File: src/rtl/ysyx_23060203_wbu_arb.sv
// ============================================================================
// Module  : ysyx_23060203_wbu_arb
// Brief   : Writeback arbiter (ALU/LSU round-robin) with GPR busy scoreboard.
// Revision: 1.0 - initial release
// ============================================================================
`default_nettype none

module ysyx_23060203_wbu_arb #(
    parameter int NR_REG = 16
) (
    input  logic        clock,
    input  logic        reset,
    input  logic        issue_valid,
    input  logic [4:0]  issue_rd,
    output logic        issue_ready,
    input  logic        alu_valid,
    input  logic [4:0]  alu_rd,
    input  logic [31:0] alu_data,
    output logic        alu_ready,
    input  logic        lsu_valid,
    input  logic [4:0]  lsu_rd,
    input  logic [31:0] lsu_data,
    output logic        lsu_ready,
    output logic        gpr_wen,
    output logic [4:0]  gpr_waddr,
    output logic [31:0] gpr_wdata,
    input  logic [4:0]  chk_rs1,
    input  logic [4:0]  chk_rs2,
    output logic        rs1_busy,
    output logic        rs2_busy,
    output logic        wb_err
);

    localparam logic [5:0] NR = 6'(NR_REG);

    logic [NR_REG-1:1] busy;
    logic [31:0]       busy_map;
    logic              pref;
    logic              wb_fire;
    logic [4:0]        wb_rd;
    logic [31:0]       wb_data;
    logic              wb_rd_ok;
    logic              wb_owed;
    logic              wb_stray;
    logic              issue_fire;

    // x0 and out-of-range indices map to constant zero entries.
    always_comb begin
        busy_map                = '0;
        busy_map[NR_REG-1:1]    = busy;
    end

    assign issue_ready = ~busy_map[issue_rd];
    assign rs1_busy    = busy_map[chk_rs1];
    assign rs2_busy    = busy_map[chk_rs2];

    assign alu_ready = alu_valid && (!lsu_valid || !pref);
    assign lsu_ready = lsu_valid && (!alu_valid || pref);

    assign wb_fire  = alu_ready || lsu_ready;
    assign wb_rd    = lsu_ready ? lsu_rd   : alu_rd;
    assign wb_data  = lsu_ready ? lsu_data : alu_data;
    assign wb_rd_ok = (wb_rd != 5'd0) && ({1'b0, wb_rd} < NR);

    // A writeback already committing this cycle has consumed the pending slot,
    // even though its busy bit only clears at the end of the cycle.
    assign wb_owed  = busy_map[wb_rd] && !(gpr_wen && (gpr_waddr == wb_rd));
    assign wb_stray = wb_fire && wb_rd_ok && !wb_owed;

    assign issue_fire = issue_valid && issue_ready && (issue_rd != 5'd0)
                        && ({1'b0, issue_rd} < NR);

    always_ff @(posedge clock) begin
        if (!reset) begin
            busy      <= '0;
            pref      <= 1'b0;
            gpr_wen   <= 1'b0;
            gpr_waddr <= 5'd0;
            gpr_wdata <= 32'd0;
            wb_err    <= 1'b0;
        end else begin
            if (wb_fire) begin
                pref      <= alu_ready;
                gpr_waddr <= wb_rd;
                gpr_wdata <= wb_data;
            end
            gpr_wen <= wb_fire && wb_rd_ok;
            if (wb_stray) begin
                wb_err <= 1'b1;
            end
            for (int i = 1; i < NR_REG; i++) begin
                if (gpr_wen && (gpr_waddr == 5'(i))) begin
                    busy[i] <= 1'b0;
                end
                if (issue_fire && (issue_rd == 5'(i))) begin
                    busy[i] <= 1'b1;
                end
            end
        end
    end

endmodule

`default_nettype wire

File: config.mk
export PLATFORM = sky130hd
export DESIGN_NAME = ysyx_23060203_wbu_arb
export DESIGN_NICKNAME = d
export VERILOG_FILES = /design/src/rtl/ysyx_23060203_wbu_arb.sv
export SDC_FILE = /design/constraint.sdc
export NUM_CORES = 1
export LEC_CHECK = 0
export ABC_AREA = 1
export CELL_PAD_IN_SITES_DETAIL_PLACEMENT = 1
export CELL_PAD_IN_SITES_GLOBAL_PLACEMENT = 1
export CORE_AREA = 2 2 91 136
export CTS_CLUSTER_SIZE = 10
export DETAILED_ROUTE_END_ITERATION = 10
export DIE_AREA = 0 0 93 138
export PLACE_DENSITY_LB_ADDON = 0.1
export SYNTH_ARGS = -nofsm -noshare
export SYNTH_HDL_FRONTEND = slang
export SYNTH_SLANG_ARGS = --single-unit
File: constraint.sdc
create_clock -name clock -period 2.6 [get_ports clock]
set_clock_uncertainty 0.1 [all_clocks]
set_input_delay 0.78 -clock clock [delete_from_list [all_inputs] [get_ports clock]]
set_output_delay 0.78 -clock clock [all_outputs]
set_load 0.02 [all_outputs]
## Yosys cells after proc, flatten, opt, wreduce, memory -nomap -nowiden

Index checks and enable logic that the tools add are counted.

- Register bits after elaboration: 55
- Input bits: 94
- Word-level logic and storage cells: 163

- Order comparisons: 6
- Equality and inequality tests: 31
- Mux-type cells: 40
- Bitwise operators: 1
- Reductions and logical operators: 65

Operators by type and width:

| cell | number |
|---|---|
| $eq A5 B4 Y1 const B | 16 |
| $eq A5 B3 Y1 const B | 8 |
| $logic_and A1 B1 Y1 | 40 |
| $mux W1 | 34 |
| $mux W32 | 1 |
| $reduce_bool A2 Y1 | 15 |
| $lt A5 B6 Y1 const B | 4 |
| $bmux W1 S5 | 4 |
| $eq A5 B2 Y1 const B | 4 |
| $eq A5 B1 Y1 const B | 2 |
| $lt A5 B5 Y1 const B | 2 |
| $reduce_bool A5 Y1 | 2 |
| $eq A5 B5 Y1 | 1 |
| $logic_not A1 Y1 | 5 |
| $mux W5 | 1 |
| $logic_or A1 B1 Y1 | 3 |
| $not A1 Y1 | 1 |

## Longest topological paths before layout

Gate-level depths: netlist of run 1.

- Word-level depth: 10
- Gate-level depth with buffers: 14
- Mapped depth without buffers: 13

## Worst setup path before layout of run 1

No wires, ideal clock.

- Path kind: input port to output port
- Start: input port issue_rd[0]
- End: output port issue_ready
- Data arrival time: 1.820 ns
- Path slack: -0.100 ns
- Stages on the path: 7
- Buffers on the path: 1
- Cells stage by stage: buf_2 nor2_2 nand2_1 o21ai_0 o21bai_1 o21ai_1 o21ai_0

- Cells in the longest elaborated chain, start to end: 3

Ends and longest elaborated chain:

| item | RTL line | source |
|---|---|---|
| start: declaration | 14 | `input logic [4:0] issue_rd,` |
| $bmux W1 S5 | 53 | `assign issue_ready = ~busy_map[issue_rd];` |
| $mux W1 (not written as such) | 53 |  |
| $not A1 Y1 | 53 |  |
| end: declaration | 15 | `output logic issue_ready,` |

Every way passes these cells. The select of a mux whose other input is x is not followed.

## Final worst setup path of run 1

- Start: input port issue_rd[1]
- End: output port issue_ready

The elaborated chain is that of the path after synthesis.

==> metrics, run 1 <==
Pleak=roughly 2.4 nW; Global Route met1 Usage=about 20%; Avg Inst Size Synth=~6.2 um2; CTS Sinks=55; Routed Antenna Nets=0; Worst Path Required=approximately 1700 ps; TritonCTS clock tree=yes; status=complete, but fails checks; Tot GR Track Use=about a fifth; met2 GRT Util=between 30% and 40%; via count of the first global-routing pass=~4400; crit path capture type=primary output; Via-to-Cell Ratio=4.949; TritonRoute pass-1 iters=4; DRC=0; setup violators final=3; Crit Path Max Fanout=5; final std cells w/o fill=848; register area share after synthesis=between 30% and 40%; yosys synthesis warning count=0; Initial Util=between 20% and 30%; Final Hold Slack=between 300 and 400 ps; area grow syn2layout=60.48%; setup ws final=-4.358 ps; global-route wire length before repair=21130 um; row count=49; Highest Clock Rate=between 300 and 400 MHz; sw power=a little under 0.7 mW; detailed placement HPWL=between 10000 and 15000 um; TNS Setup=-6.978 ps; share of layout cells above drive strength 1=12.81%; WL per Instance=15.73 um; Crit Path Class=in2out; Unique masters post-synth=25; final-stage net count=about 790; initial antenna violation count=0; clk_lat worst skew=290 ps; Iter 0 DRT Violations=107; Core Region=about 12000 um2; Die Y=approximately 140 um; Cells after DPL=839; combinational share of power=just under 30%; Fill cells=1533; clock slew at reported path FFs=roughly 70 ps; largest cells by area after synthesis=dfxtp_1 (33%), nand2_1 (16%), nand3_1 (13%), o211ai_1 (8.4%), inv_1 (8.3%); Power Density=between 400 and 500 nW/um2; Internal Power=roughly 1.7 mW; Finished Core Util=~45%; largest net degree at the start of global routing=66; Mapped Cells=approximately 530; post-synth top area cell=dfxtp_1; min-delay worst type=reg2reg; io pins=138; total gr overflow=0; clock share of power=about a third; power share of the sequential group=approximately two fifths; port bufs=between 100 and 150; die area=between 10000 and 15000 um2; total CTS buffers=5; Worst EP arrival=between 1500 and 2000 ps; slew margin rel.=roughly two thirds; register bit total from synthesis=55; Placer Congestion=0.8457; Final Hold Viols=0; H-Tree Depth=2; max-cap viol count=0; most used routing layer=met2; total number of vias=approximately 4200; RSZ-0062 raised after global routing=yes; Switching Fraction=just under 30%; mapped cell area=3302 um2; wirelength, routed=about 13000 um; met3 GRT Util=approximately 5.2%; R2R setup slack=just under 600 ps; CTS max path bufs=2; Least-Margin Pin Slew=~500 ps; failing checks=negative setup slack; Yosys top cell area share=about a third; Mapped Nets=approximately 630; root buf cell=clkbuf_16; dpl ws=-991.2 ps; Ant. Diodes=0; worst vdd ir=roughly 0.22 mV; Die X=a little over 90 um; Max Slew Vio Count=0; type of origin of the critical path=primary input; min Tclk post-route=approximately 2600 ps; crit share post-route=100.2%
## metal layers
layer / routed length [um] / share of wire, %
met1: 4852 / 36
met2: 7121 / 53
met3: 751 / 5.6
met4: 613 / 4.6
met5: 0 / 0
## synthesized netlist by cell type (all sizes together)
cell type  instances
a21oi             37
a31oi              2
a211oi             1
o31ai              1
nand2            146
o21bai             1
clkbuf            18
nor4               1
dfxtp             55
nand3b             3
nor3               3
nor2              29
o211ai            37
buf                6
o21ai             27
nand3             89
and2               1
inv               76
## per-stage QoR
stage          total power [mW]  area, um2
2_1_floorplan             1.267       3302
3_3_place_gp              1.636       5071
3_5_place_dp              1.650       5071
4_1_cts                   2.410       5239
5_1_grt                   2.512       5299
6_report                  2.387       5299
## cell families after synthesis
kind of cell | share of synthesized area, %
buf+inv | 11.86
simple gates | 35.51
compound gates | 19.29
flops | 33.35
## placed cells by master, fill, tap and decap left out, types with 14 or more instances in the layout
master,synthesis,layout
o21ai_1,4,14
clkdlybuf4s50_1,0,119
nand3_1,89,89
nor2_1,25,23
o211ai_1,37,37
a21oi_1,37,32
nand2_1,142,140
inv_1,73,69
dfxtp_1,55,55
buf_4,1,39
## layout make-up
class                      count  area [um2]  area share, %
multi-input combinational    378        1856          35.02
inverter                      76       287.8          5.431
timing repair buffer         179        1704          32.16
clock inverter                 1       30.03         0.5667
clock buffer                   6       128.9          2.432
tap                          153       191.4          3.613
sequential                    55        1101          20.78
## state kept, by name, summed over array words and instances, names as in the netlist
| name | flops |
|---|---|
| gpr_wen | 1 |
| gpr_waddr | 5 |
| wb_err | 1 |
| pref | 1 |
| busy | 15 |
| gpr_wdata | 32 |
## critical path, stage by stage
cell and delay (ps):
buf_12 110, nor2_4 130, nand2_1 90, o21ai_1 140
nor2_1 80, o21ai_2 140, o21ai_1 90, buf_4 160
## power groups by stage
stage	logic, mW	registers, mW	clock network [mW]
2_1_floorplan	0.256	1.01	0
3_3_place_gp	0.684	0.952	0
3_5_place_dp	0.696	0.955	0
4_1_cts	0.699	0.937	0.775
5_1_grt	0.769	0.943	0.800
6_report	0.700	0.936	0.751
## timing repair
| action | in CTS | in global routing |
|---|---|---|
| gates resized for setup | 82 | 24 |
| setup endpoints to repair | 13 | 5 |
| hold buffers | 0 | 0 |
| setup buffers | 1 | 1 |
| pin swaps | 11 | 10 |
## worst paths after layout
kind                                   from     endpoint  depth (start not counted)
worst min register to register       wb_err       wb_err                          2
worst min-delay path                 wb_err       wb_err                          2
worst max-delay path            issue_rd[1]  issue_ready                          8
worst max register to register      busy[9]     busy[15]                          8
(Power assumes the default switching activity.)
==> inputs of run 2 (changes only) <==
--- a/config.mk
+++ b/config.mk
@@ -13,6 +13,7 @@
 export DETAILED_ROUTE_END_ITERATION = 10
 export DIE_AREA = 0 0 93 138
 export PLACE_DENSITY_LB_ADDON = 0.1
+export SETUP_SLACK_MARGIN = 0.5
 export SYNTH_ARGS = -nofsm -noshare
 export SYNTH_HDL_FRONTEND = slang
 export SYNTH_SLANG_ARGS = --single-unit
==> run 2 against run 1 <==
The flow still finishes with violations (negative setup slack). Cell count increased by 1.5%. Global-route usage decreased by 0.30 points. Clock power increased by 4.1%. First-iteration DRC count decreased by 10%. Utilization increased by 2.6 points. Sequential share of layout area decreased by 1.1 points. Cell area increased by 5.7%. Maximum frequency decreased by 0.73%. Register-to-register slack improved by 90 ps. Critical path depth unchanged. Via count increased by 0.86%. Largest cell class unchanged.
==> metrics, run 2 (synthesis gave the netlist of run 1 again) <==
Power Density=431.1 nW/um2 (was 450.6 nW/um2); root buf cell=clkbuf_16 (unchanged); setup ws final=-23.56 ps (was -4.358 ps); total CTS buffers=5 (unchanged); type of origin of the critical path=primary input (unchanged); Ant. Diodes=0 (unchanged); RSZ-0062 raised after global routing=yes (unchanged); Regs by FF count=gpr_wdata x32, busy x15, gpr_waddr x5 (unchanged); H-Tree Depth=2 (unchanged); global-route wire length before repair=20890 um (was 21130 um); row count=49 (unchanged); Worst EP arrival=1740 ps (was 1720 ps); crit path capture type=primary output (unchanged); Core Region=11770 um2 (unchanged); port bufs=137 (unchanged); clk_lat worst skew=290 ps (about the same); Routed Antenna Nets=0 (unchanged); Tot GR Track Use=20.36% (was 20.66%); DRC=0 (unchanged); clock slew at reported path FFs=70 ps (about the same); Pleak=2.619 nW (was 2.381 nW); Via-to-Cell Ratio=4.916 (was 4.949); via count of the first global-routing pass=4305 (was 4426); most common cell after layout, fill and taps aside=nand2_1 (unchanged); initial antenna violation count=0 (unchanged); Iter 0 DRT Violations=96 (was 107); Die X=93 um (unchanged); slew margin rel.=66.31% (was 66.74%); R2R setup slack=670 ps (was 580 ps); CTS Sinks=55 (unchanged); status=complete, but fails checks (unchanged); worst vdd ir=0.3046 mV (was 0.2161 mV); Placer Congestion=0.8394 (was 0.8457); total number of vias=4233 (was 4197); Crit Path Class=in2out (unchanged); dpl ws=-909.4 ps (was -991.2 ps); WL per Instance=15.90 um (was 15.73 um); io pins=138 (unchanged); CTS max path bufs=2 (unchanged); largest net degree at the start of global routing=42 (was 66); Least-Margin Pin Slew=501.4 ps (was 498.4 ps); max FFs per register=32 (unchanged); Worst Path Required=1720 ps (about the same); TritonRoute pass-1 iters=6 (was 4); TNS Setup=-30.37 ps (was -6.978 ps); Finished Core Util=47.60% (was 45.01%); most frequent cells in the layout=nand2_1 (140), clkdlybuf4s50_1 (78), nand3_1 (74) (was nand2_1 (140), clkdlybuf4s50_1 (119), nand3_1 (89)); CTS Hold Bufs=0 (unchanged); crit share post-route=100.9% (was 100.2%); Layout Cell Area excl Fill=5603 um2 (was 5299 um2); Max Slew Vio Count=0 (unchanged); Final Hold Slack=357.9 ps (was 363.8 ps); min-delay worst type=reg2reg (unchanged); Crit Path Max Fanout=3 (was 5); total gr overflow=0 (unchanged); Die Y=138 um (unchanged); Final Hold Viols=0 (unchanged); post-placement cell area=5155 um2 (was 5071 um2); TritonCTS clock tree=yes (unchanged); setup violators final=2 (was 3); wirelength, routed=13690 um (was 13340 um); final-stage net count=801 (was 789); failing checks=negative setup slack (unchanged); Highest Clock Rate=381.2 MHz (was 384.0 MHz); Largest Register=gpr_wdata (unchanged); share of layout cells above drive strength 1=19.07% (was 12.81%); Initial Util=28.05% (unchanged); max-cap viol count=0 (unchanged); detailed placement HPWL=10610 um (was 10540 um); min Tclk post-route=2624 ps (was 2604 ps); die area=12830 um2 (unchanged); area grow syn2layout=69.69% (was 60.48%)
[run 2: cell count changes in the layout (fill, tap and decap cells not counted), sizes merged]
cell,before,now
clkdlybuf4s15,3,1
clkinv,0,1
dlygate4sd2,3,43
buf,53,68
clkbuf,7,6
dlymetal6s2s,0,1
clkdlybuf4s50,119,78
[run 2: report_power, final]
part           internal, mW  total (mW)  switching (mW)
Sequential            0.897       0.935          0.0371
Combinational         0.326       0.699           0.372
Clock                 0.480       0.782           0.303
[run 2: repair_timing]
item | in CTS | in global routing
resized for setup | 135 | 63
cloned | 0 | 1
setup endpoints to repair | 97 | 20
buffers inserted | 2 | 4
endpoints found under the hold margin | 0 | 0
pin swaps | 20 | 26
[run 2: path summary, 6_finish.rpt]
check        startpoint  endpoint  cells after the start
max          chk_rs1[1]  rs1_busy                      8
min              wb_err    wb_err                      2
max reg2reg    busy[14]  busy[14]                     11
min reg2reg      wb_err    wb_err                      2
[run 2: stage by stage]
step           std cells  power [mW]
6_report             861       2.415
5_1_grt              861       2.541
4_1_cts              856       2.423
3_5_place_dp         846       1.666
3_3_place_gp         846       1.649
2_1_floorplan        533       1.280
[run 2: worst max-delay path, cell delays in order]
cell             delay [ps]
clkdlybuf4s15_2         200
buf_6                   120
a21oi_1                 100
o21ai_1                  80
nand3_1                 100
o211ai_1                100
a21oi_2                 120
buf_4                   140
[run 2: cell type report]
class                      instances  area (um2)
clock buffer                       6       138.9
multi-input combinational        378        2069
tap                              153       191.4
clock inverter                     2       35.03
sequential                        55        1101
fill                            1525        6168
inverter                          76       292.8
timing repair buffer             191        1774
[run 2: routing by layer]
layer / wire (um) / global-route usage, % / vias to the layer above
li1: - / - / 2096
met1: 4839 / 20.69 / 1979
met2: 7392 / 38.06 / 126
met3: 798 / 4.523 / 32
met4: 656 / 10.14 / 0
met5: 0 / 0 / -
